$ cat src/rtl/ysyx_23060332_mem_arb.sv
// ---------------------------------------------------------------------------
// ysyx_23060332_mem_arb
//   Arbitrates a single memory port between the instruction-fetch unit (IFU)
//   and the load/store unit (LSU). At most one transaction is in flight:
//   IDLE grants a requester and latches its fields, REQ presents them to
//   memory until accepted, and WAIT forwards the response to the owner.
//
// Configuration macro:
//   YSYX_23060332_ARB_RR_EN  defined   -> round-robin on simultaneous requests
//                            undefined -> LSU has fixed priority over IFU
//
// Ports:
//   clk, rst                 clock, synchronous active-low reset
//   ifu_req_valid/ready      fetch request handshake (ready is combinational)
//   ifu_addr                 fetch address
//   ifu_rsp_valid, ifu_rdata fetch response (one-cycle pulse)
//   lsu_req_valid/ready      load/store request handshake
//   lsu_addr/wen/wdata/wmask load/store fields
//   lsu_rsp_valid, lsu_rdata load data or store acknowledge
//   mem_req_valid/ready      request handshake towards memory
//   mem_addr/wen/wdata/wmask request fields, held stable while in REQ
//   mem_rsp_valid, mem_rdata memory response, honoured only in WAIT
// ---------------------------------------------------------------------------
module ysyx_23060332_mem_arb #(
  parameter int unsigned ADDR_W = 32,
  parameter int unsigned DATA_W = 32
) (
  input  logic                clk,
  input  logic                rst,

  input  logic                ifu_req_valid,
  output logic                ifu_req_ready,
  input  logic [ADDR_W-1:0]   ifu_addr,
  output logic                ifu_rsp_valid,
  output logic [DATA_W-1:0]   ifu_rdata,

  input  logic                lsu_req_valid,
  output logic                lsu_req_ready,
  input  logic [ADDR_W-1:0]   lsu_addr,
  input  logic                lsu_wen,
  input  logic [DATA_W-1:0]   lsu_wdata,
  input  logic [DATA_W/8-1:0] lsu_wmask,
  output logic                lsu_rsp_valid,
  output logic [DATA_W-1:0]   lsu_rdata,

  output logic                mem_req_valid,
  input  logic                mem_req_ready,
  output logic [ADDR_W-1:0]   mem_addr,
  output logic                mem_wen,
  output logic [DATA_W-1:0]   mem_wdata,
  output logic [DATA_W/8-1:0] mem_wmask,
  input  logic                mem_rsp_valid,
  input  logic [DATA_W-1:0]   mem_rdata
);

  localparam int unsigned MASK_W = DATA_W / 8;

  typedef enum logic [1:0] {
    S_IDLE = 2'd0,
    S_REQ  = 2'd1,
    S_WAIT = 2'd2
  } state_t;

  state_t              r_state;
  logic                r_owner_lsu;   // 1 = LSU owns the transaction, 0 = IFU
  logic [ADDR_W-1:0]   r_addr;
  logic                r_wen;
  logic [DATA_W-1:0]   r_wdata;
  logic [MASK_W-1:0]   r_wmask;
`ifdef YSYX_23060332_ARB_RR_EN
  logic                r_ptr_lsu;     // 1 = LSU wins the next contested grant
`endif

  logic                w_run;         // high whenever reset is not asserted
  logic                w_idle;
  logic                w_in_req;
  logic                w_rsp_hit;     // a response that completes the transaction
  logic                w_grant_lsu;
  logic                w_grant_ifu;

  assign w_run     = rst;
  assign w_idle    = w_run && (r_state == S_IDLE);
  assign w_in_req  = w_run && (r_state == S_REQ);
  assign w_rsp_hit = w_run && (r_state == S_WAIT) && mem_rsp_valid;

  // Arbitration: only evaluated in IDLE; a request dropped before this cycle
  // is simply not seen.
  always_comb begin
    w_grant_lsu = 1'b0;
    w_grant_ifu = 1'b0;
    if (w_idle) begin
`ifdef YSYX_23060332_ARB_RR_EN
      if (lsu_req_valid && ifu_req_valid) begin
        w_grant_lsu = r_ptr_lsu;
        w_grant_ifu = !r_ptr_lsu;
      end else begin
        w_grant_lsu = lsu_req_valid;
        w_grant_ifu = ifu_req_valid;
      end
`else
      w_grant_lsu = lsu_req_valid;
      w_grant_ifu = ifu_req_valid && !lsu_req_valid;
`endif
    end
  end

  // Request handshakes are combinational so the grant lands in the same cycle.
  assign lsu_req_ready = w_grant_lsu;
  assign ifu_req_ready = w_grant_ifu;

  // Memory request side: latched fields, forced to zero while in reset.
  assign mem_req_valid = w_in_req;
  assign mem_addr      = w_run ? r_addr  : ADDR_W'(0);
  assign mem_wen       = w_run ? r_wen   : 1'b0;
  assign mem_wdata     = w_run ? r_wdata : DATA_W'(0);
  assign mem_wmask     = w_run ? r_wmask : MASK_W'(0);

  // Response routing: data is shared, the valid goes only to the owner.
  assign lsu_rsp_valid = w_rsp_hit && r_owner_lsu;
  assign ifu_rsp_valid = w_rsp_hit && !r_owner_lsu;
  assign lsu_rdata     = mem_rdata;
  assign ifu_rdata     = mem_rdata;

  // Transaction FSM with latched request fields and owner.
  always_ff @(posedge clk) begin
    if (!rst) begin
      r_state     <= S_IDLE;
      r_owner_lsu <= 1'b0;
      r_addr      <= ADDR_W'(0);
      r_wen       <= 1'b0;
      r_wdata     <= DATA_W'(0);
      r_wmask     <= MASK_W'(0);
`ifdef YSYX_23060332_ARB_RR_EN
      r_ptr_lsu   <= 1'b1;
`endif
    end else begin
      case (r_state)
        S_IDLE: begin
          if (w_grant_lsu) begin
            r_state     <= S_REQ;
            r_owner_lsu <= 1'b1;
            r_addr      <= lsu_addr;
            r_wen       <= lsu_wen;
            r_wdata     <= lsu_wdata;
            r_wmask     <= lsu_wmask;
`ifdef YSYX_23060332_ARB_RR_EN
            r_ptr_lsu   <= 1'b0;
`endif
          end else if (w_grant_ifu) begin
            // Fetches are always reads with no strobes.
            r_state     <= S_REQ;
            r_owner_lsu <= 1'b0;
            r_addr      <= ifu_addr;
            r_wen       <= 1'b0;
            r_wdata     <= DATA_W'(0);
            r_wmask     <= MASK_W'(0);
`ifdef YSYX_23060332_ARB_RR_EN
            r_ptr_lsu   <= 1'b1;
`endif
          end
        end
        S_REQ: begin
          if (mem_req_ready) begin
            r_state <= S_WAIT;
          end
        end
        S_WAIT: begin
          if (mem_rsp_valid) begin
            r_state <= S_IDLE;
          end
        end
        default: begin
          r_state <= S_IDLE;
        end
      endcase
    end
  end

endmodule

$ cat config.mk
export PLATFORM = sky130hd
export DESIGN_NAME = ysyx_23060332_mem_arb
export DESIGN_NICKNAME = d
export VERILOG_FILES = /design/src/rtl/ysyx_23060332_mem_arb.sv
export SDC_FILE = /design/constraint.sdc
export NUM_CORES = 1
export LEC_CHECK = 0
export BUFFER_PORTS_ARGS = -buffer_cell sky130_fd_sc_hd__buf_4
export CAP_MARGIN = 0
export CORE_MARGIN = 5
export CORE_UTILIZATION = 25
export DETAILED_ROUTE_END_ITERATION = 10
export PLACE_DENSITY = 0.64
export SLEW_MARGIN = 20
export SYNTH_ARGS = -nofsm -noshare
export SYNTH_HDL_FRONTEND = slang
export SYNTH_SLANG_ARGS = --single-unit
$ cat constraint.sdc
create_clock -name clk -period 3.39 [get_ports clk]
set_input_delay 0.678 -clock clk [delete_from_list [all_inputs] [get_ports clk]]
set_output_delay 0.678 -clock clk [all_outputs]
set_load 0.005 [all_outputs]
# --- Word-level counts from Yosys, hierarchy flattened ---
# Index checks and enable logic that the tools add are counted.
op_classes:
  reduce_logical: 13
  n_mux: 20
  n_eq_ne: 5
op_table:
  columns: ["cell", "count"]
  rows:
  - ["$mux 32", 6]
  - ["$mux 4", 3]
  - ["$mux 2", 4]
  - ["$logic_and 1x1->1", 7]
  - ["$mux 1", 6]
  - ["$pmux 2 s3", 1]
  - ["$ne 2x2->1 const B", 2]
  - ["$ne 3x3->1 const B", 1]
  - ["$reduce_and 3->1", 1]
  - ["$eq 2x1->1 const B", 1]
  - ["$eq 2x2->1 const B", 1]
  - ["$logic_not 1->1", 2]
  - ["$logic_not 2->1", 1]
  - ["$reduce_and 2->1", 1]
  - ["$reduce_bool 2->1", 1]
totals:
  ff_bits: 72
  output_inout_bits: 138
  input_bits: 139
  word_cells: 44

# --- Logic depth before layout (Yosys ltp) ---
# Gate-level depths: netlist of run 1.
depth:
  ltp_word: 6
  depth_mapped: 7
  ltp_nobuf: 4

# --- Least setup slack after synthesis of run 1 ---
# Ideal clock, no wire load.
synth_path:
  kind: "in2out"
  startpoint: "in rst"
  endpoint: "out ifu_rsp_valid"
  setup_slack_ns: 1.220
  path_buffers: 2
  t_required_ns: 2.712
  t_arrival_ns: 1.492
  path_stages: 4
  cell_sequence: "clkbuf_1 -> clkbuf_1 -> nand2_1 -> nor3_1"
synth_between:
  elab_chain_cells: 3
synth_rtl:
  columns: ["element", "line", "text"]
  rows:
  - ["from (decl)", "29", "input logic rst,"]
  - ["$logic_and 1x1->1 (2 in a row)", "84", "assign w_rsp_hit = w_run && (r_state == S_WAIT) && mem_rsp_valid;"]
  - ["$logic_and 1x1->1", "120", "assign ifu_rsp_valid = w_rsp_hit && !r_owner_lsu;"]
  - ["to (decl)", "34", "output logic ifu_rsp_valid,"]
# Every way passes these cells.

# --- Worst setup path in the final report of run 1 ---
# Same ends and word-level chain as after synthesis.

==> results of run 1 <==
-- cell type report --
class	instances	area share
clock buffers	10	0.0459
flip-flops and latches	72	0.289
inverters	35	0.0263
clock inverters	6	0.0311
multi-input cells	220	0.280
well taps	180	0.0451
repair buffers	188	0.283
-- critical path, cell delays in order --
cell	delay, ns
buf_4	0.33
buf_4	0.35
nand2_1	0.11
nor3_1	0.21
buf_4	0.15
-- report_power, final --
part / total [mW] / switching (mW) / internal, mW
clock network: 1.22 / 0.358 / 0.867
registers: 0.974 / 0.0278 / 0.947
logic: 0.496 / 0.225 / 0.271
-- cells in the mapped netlist, types with 2 or more instances --
master,instances
dfxtp_1,72
buf_4,65
and2_1,38
a22o_1,37
nand2_1,36
inv_1,34
o22ai_1,33
a21oi_1,31
o21a_1,31
clkbuf_1,26
buf_2,4
nor2_1,3
buf_1,2
buf_6,2
nand4bb_1,2
nor3_1,2
-- logic make-up (layout without fill, tap and decap cells) --
| group | after synthesis | in the layout | share of synthesized area |
|---|---|---|---|
| compound gates | 135 | 135 | 0.262 |
| buf+inv | 134 | 239 | 0.213 |
| flops | 72 | 72 | 0.401 |
| simple gates | 85 | 85 | 0.124 |
-- per-layer routing --
layer | global-route usage | share of wire
met5 | 0 | 0
met1 | 0.152 | 0.40
met3 | 0.0487 | 0.11
met4 | 0.0642 | 0.033
met2 | 0.207 | 0.46
-- per-stage QoR --
| step | utilization | worst slack [ns] | power, mW | hold WS (ns) |
|---|---|---|---|---|
| 6_report | 0.357 | 0.866 | 2.69 | 0.488 |
| 5_1_grt | 0.357 | 0.727 | 2.83 | 0.525 |
| 4_1_cts | 0.357 | 0.851 | 2.74 | 0.494 |
| 3_5_place_dp | 0.329 | 0.832 | 1.49 | 0.486 |
| 3_3_place_gp | 0.329 | 0.859 | 1.48 | 0.480 |
| 2_1_floorplan | - | 1.22 | 1.30 | 0.448 |
-- sequential cells by signal, summed over array words and instances (netlist names) --
signal       count
r_addr          32
r_owner_lsu      1
r_state          2
r_wdata         32
r_wen            1
r_wmask          4
-- worst paths after layout --
check                           cells after the start  slack [ns]       start             to
worst max-delay path                                5        0.87         rst  ifu_rsp_valid
worst min-delay path                                2        0.49   r_addr[2]      r_addr[2]
worst max register to register                      5        1.46  r_state[1]     r_wdata[4]
worst min register to register                      2        0.49   r_addr[2]      r_addr[2]
==> impl_metrics.ini, run 1 <==
[timing]
finalSetupViolCount = 0
max_freq_ghz = 0.396
maxSlewHeadroom = 0.729
finalClockSkew_ns = 0.00174
fin_crit_ns = 2.52
setup_tns_ns = 0
fin_crit_sh = 0.745
hold_viol_final = 0
drv_slew = 0
worst_pin_slew_ns = 0.406
rsz0062_at_grt = false

[logic_synthesis]
synth_top_cell_by_area = dfxtp_1
synth_edf_count = 0
avgSynthCellArea_um2 = 8.44
ys_ff_latch = 72
synth_top_area_share = 0.401
syn-cell-area_um2 = 3600
seq_area_frac_synth = 0.401
synth_area_leaders = dfxtp_1 40%, buf_4 14%, a22o_1 9.0%
yosys_warnings = 0
ys_types = 24
synth.net_count = 565
synthFlopType = dfxtp_1
async_flop_share = 0
syn_inst = 426

[clock_tree]
clkSinkCount = 72
path_clk_slew_ns = 0.06
clockBufferDepth = 2
cts_hold_buf = 0
insertion_delay_ns = 0.33
numCtsBuffers = 9
cts_root_buf = clkbuf_16
cts_setup_buffers = 0
cts_resized = 0
htreeDepth = 3
cts_tree = yes

[routing]
wl_per_cell_um = 15.7
ant_nets = 0
vias = 3329
wirelength_mm = 11.1
routed_via_density = 4.68
post-route-drc-count = 0
dr.pass1.iters = 5
drt_iter0_markers = 126

[critical_path]
cp.required_ns = 2.71
cp-start-kind = primary input
end_kind = output port
crit_arrival_ns = 1.85
crit_type = in2out
cp_max_fo = 37

[place]
dp_cells = 695
placed_cell_area_um2 = 4610
portBuffers = 180
place_congestion = 0.791
post-dp-hpwl_mm = 7.97

[final_layout]
seqCellArea_um2 = 1440
drive_gt1_frac = 0.388
mostFrequentLayoutCell = buf_4
fillers = 1427
multi_input_comb_area_um2 = 1400
fin_area_um2 = 4990
antenna_cells = 0
fin_nets = 665
area_growth_syn_to_layout_pct = 38.8
stdcell_count = 711
final_cell_mix = 188 x buf_4, 72 x dfxtp_1, 38 x and2_1

[floorplan]
core.rowCount = 43
die_area_um2 = 16900
ios = 277
start_util = 0.257
core_um2 = 14000
dieWidth_um = 130
die_h_um = 130

[worst_hold_path]
hp-class = reg2reg

[global_route]
grt_pass1_wl_mm = 16.9
grt_pass1_vias = 3322
grt_start_max_net_pins = 39
grtUsageTotal = 0.129
antenna_found_initial = 0
overflow = 0

[run_status]
status = completed

[pwr]
leakage_nw = 2.53
p_per_area_nw_per_um2 = 540
vdd_ir_drop_max_mv = 0.272

[run]
maxCapViolations = 0
Power figures use the tool's default switching activity.
==> run 2, diff against run 1 <==
==> constraint.sdc (replaced) <==
create_clock -name clk -period 2.4 [get_ports clk]
set_input_delay 0.48 -clock clk [delete_from_list [all_inputs] [get_ports clk]]
set_output_delay 0.48 -clock clk [all_outputs]
set_load 0.005 [all_outputs]
==> impl_metrics.ini, run 2 (same netlist as run 1, synthesis figures left out) <==
[clock_tree]
cts_tree = yes
cts_root_buf = clkbuf_16
path_clk_slew_ns = 0.05
cts_resized = 0
cts_hold_buf = 0
insertion_delay_ns = 0.33
numCtsBuffers = 9
cts_setup_buffers = 0
clockBufferDepth = 2
clkSinkCount = 72
htreeDepth = 3

[worst_hold_path]
hp-class = in2reg

[place]
portBuffers = 180
post-dp-hpwl_mm = 8.25
place_congestion = 0.766
placed_cell_area_um2 = 4640

[final_layout]
fin_area_um2 = 4940
antenna_cells = 0
final_util = 0.353
area_growth_syn_to_layout_pct = 37.3
fin_nets = 669
mostFrequentLayoutCell = buf_4
reg.largest.list = r_addr (32), r_wdata (32), r_wmask (4)
final_cell_mix = 192 x buf_4, 72 x dfxtp_1, 38 x and2_1
drive_gt1_frac = 0.393

[critical_path]
cp-start-kind = primary input
rrSetupSlack_ns = 0.79
end_kind = output port
crit_arrival_ns = 1.49
crit_type = in2out
cp_max_fo = 33
cp.required_ns = 1.92

[timing]
max_freq_ghz = 0.507
hold_viol_final = 0
rsz0062_at_grt = false
setup_tns_ns = 0
maxSlewHeadroom = 0.730
fin_crit_sh = 0.822
finalClockSkew_ns = 0.00622
finalSetupViolCount = 0
timing.hold.ws_ns = 0.346
drv_slew = 0
fin_crit_ns = 1.97
worst_pin_slew_ns = 0.404

[pwr]
p_per_area_nw_per_um2 = 692
totalPowerFinal_mw = 3.41
leakage_nw = 2.50
vdd_ir_drop_max_mv = 0.271

[routing]
dr.pass1.iters = 4
vias = 3305
post-route-drc-count = 0
routed_via_density = 4.62
wirelength_mm = 11.3
drt_iter0_markers = 136
wl_per_cell_um = 15.8
ant_nets = 0

[global_route]
antenna_found_initial = 0
grt_pass1_vias = 3411
grt_start_max_net_pins = 34
grtUsageTotal = 0.132
grt_pass1_wl_mm = 17.4
overflow = 0

[run_status]
status = completed

[floorplan]
core_um2 = 14000
start_util = 0.257
core.rowCount = 43
dieWidth_um = 130
die_h_um = 130
ios = 277
die_area_um2 = 16900

[run]
maxCapViolations = 0
==> run 2: layer usage <==
metal	wire, µm	global-route usage
met3	1110	0.0368
met1	4770	0.172
met5	0	0
met2	5070	0.200
met4	325	0.0666
==> run 2: critical path, cell delays in order <==
cell and delay, ns:
buf_4 0.32, buf_4 0.34, and2_1 0.21, buf_4 0.12
==> run 2: metrics by stage <==
| step | worst slack (ns) | cells |
|---|---|---|
| 6_report | 0.428 | 715 |
| 5_1_grt | 0.338 | 715 |
| 4_1_cts | 0.422 | 715 |
| 3_5_place_dp | 0.387 | 699 |
| 3_3_place_gp | 0.442 | 699 |
| 2_1_floorplan | 0.626 | 426 |
==> run 2: area by class of cell <==
cell class | count | area (µm²)
Clock buffer | 11 | 243
Fill cell | 1464 | 9050
Sequential cell | 72 | 1440
Timing Repair Buffer | 192 | 1440
Clock inverter | 5 | 56.3
Multi-Input combinational cell | 220 | 1400
Tap cell | 180 | 225
Inverter | 35 | 131
==> run 2: power breakdown <==
part	switching (mW)	internal, mW	leakage [nW]	total [mW]
clock network	0.495	0.831	0.145	1.33
logic	0.317	0.388	1.76	0.705
registers	0.0453	1.34	0.596	1.38
==> run 2: final timing paths <==
| kind | from | to | cells past startpoint |
|---|---|---|---|
| setup / recovery | rst | mem_wdata[28] | 4 |
| hold / removal | mem_req_ready | r_state[0] | 2 |
| setup reg to reg | r_state[1] | r_wdata[9] | 4 |
| hold reg to reg | r_addr[2] | r_addr[2] | 2 |
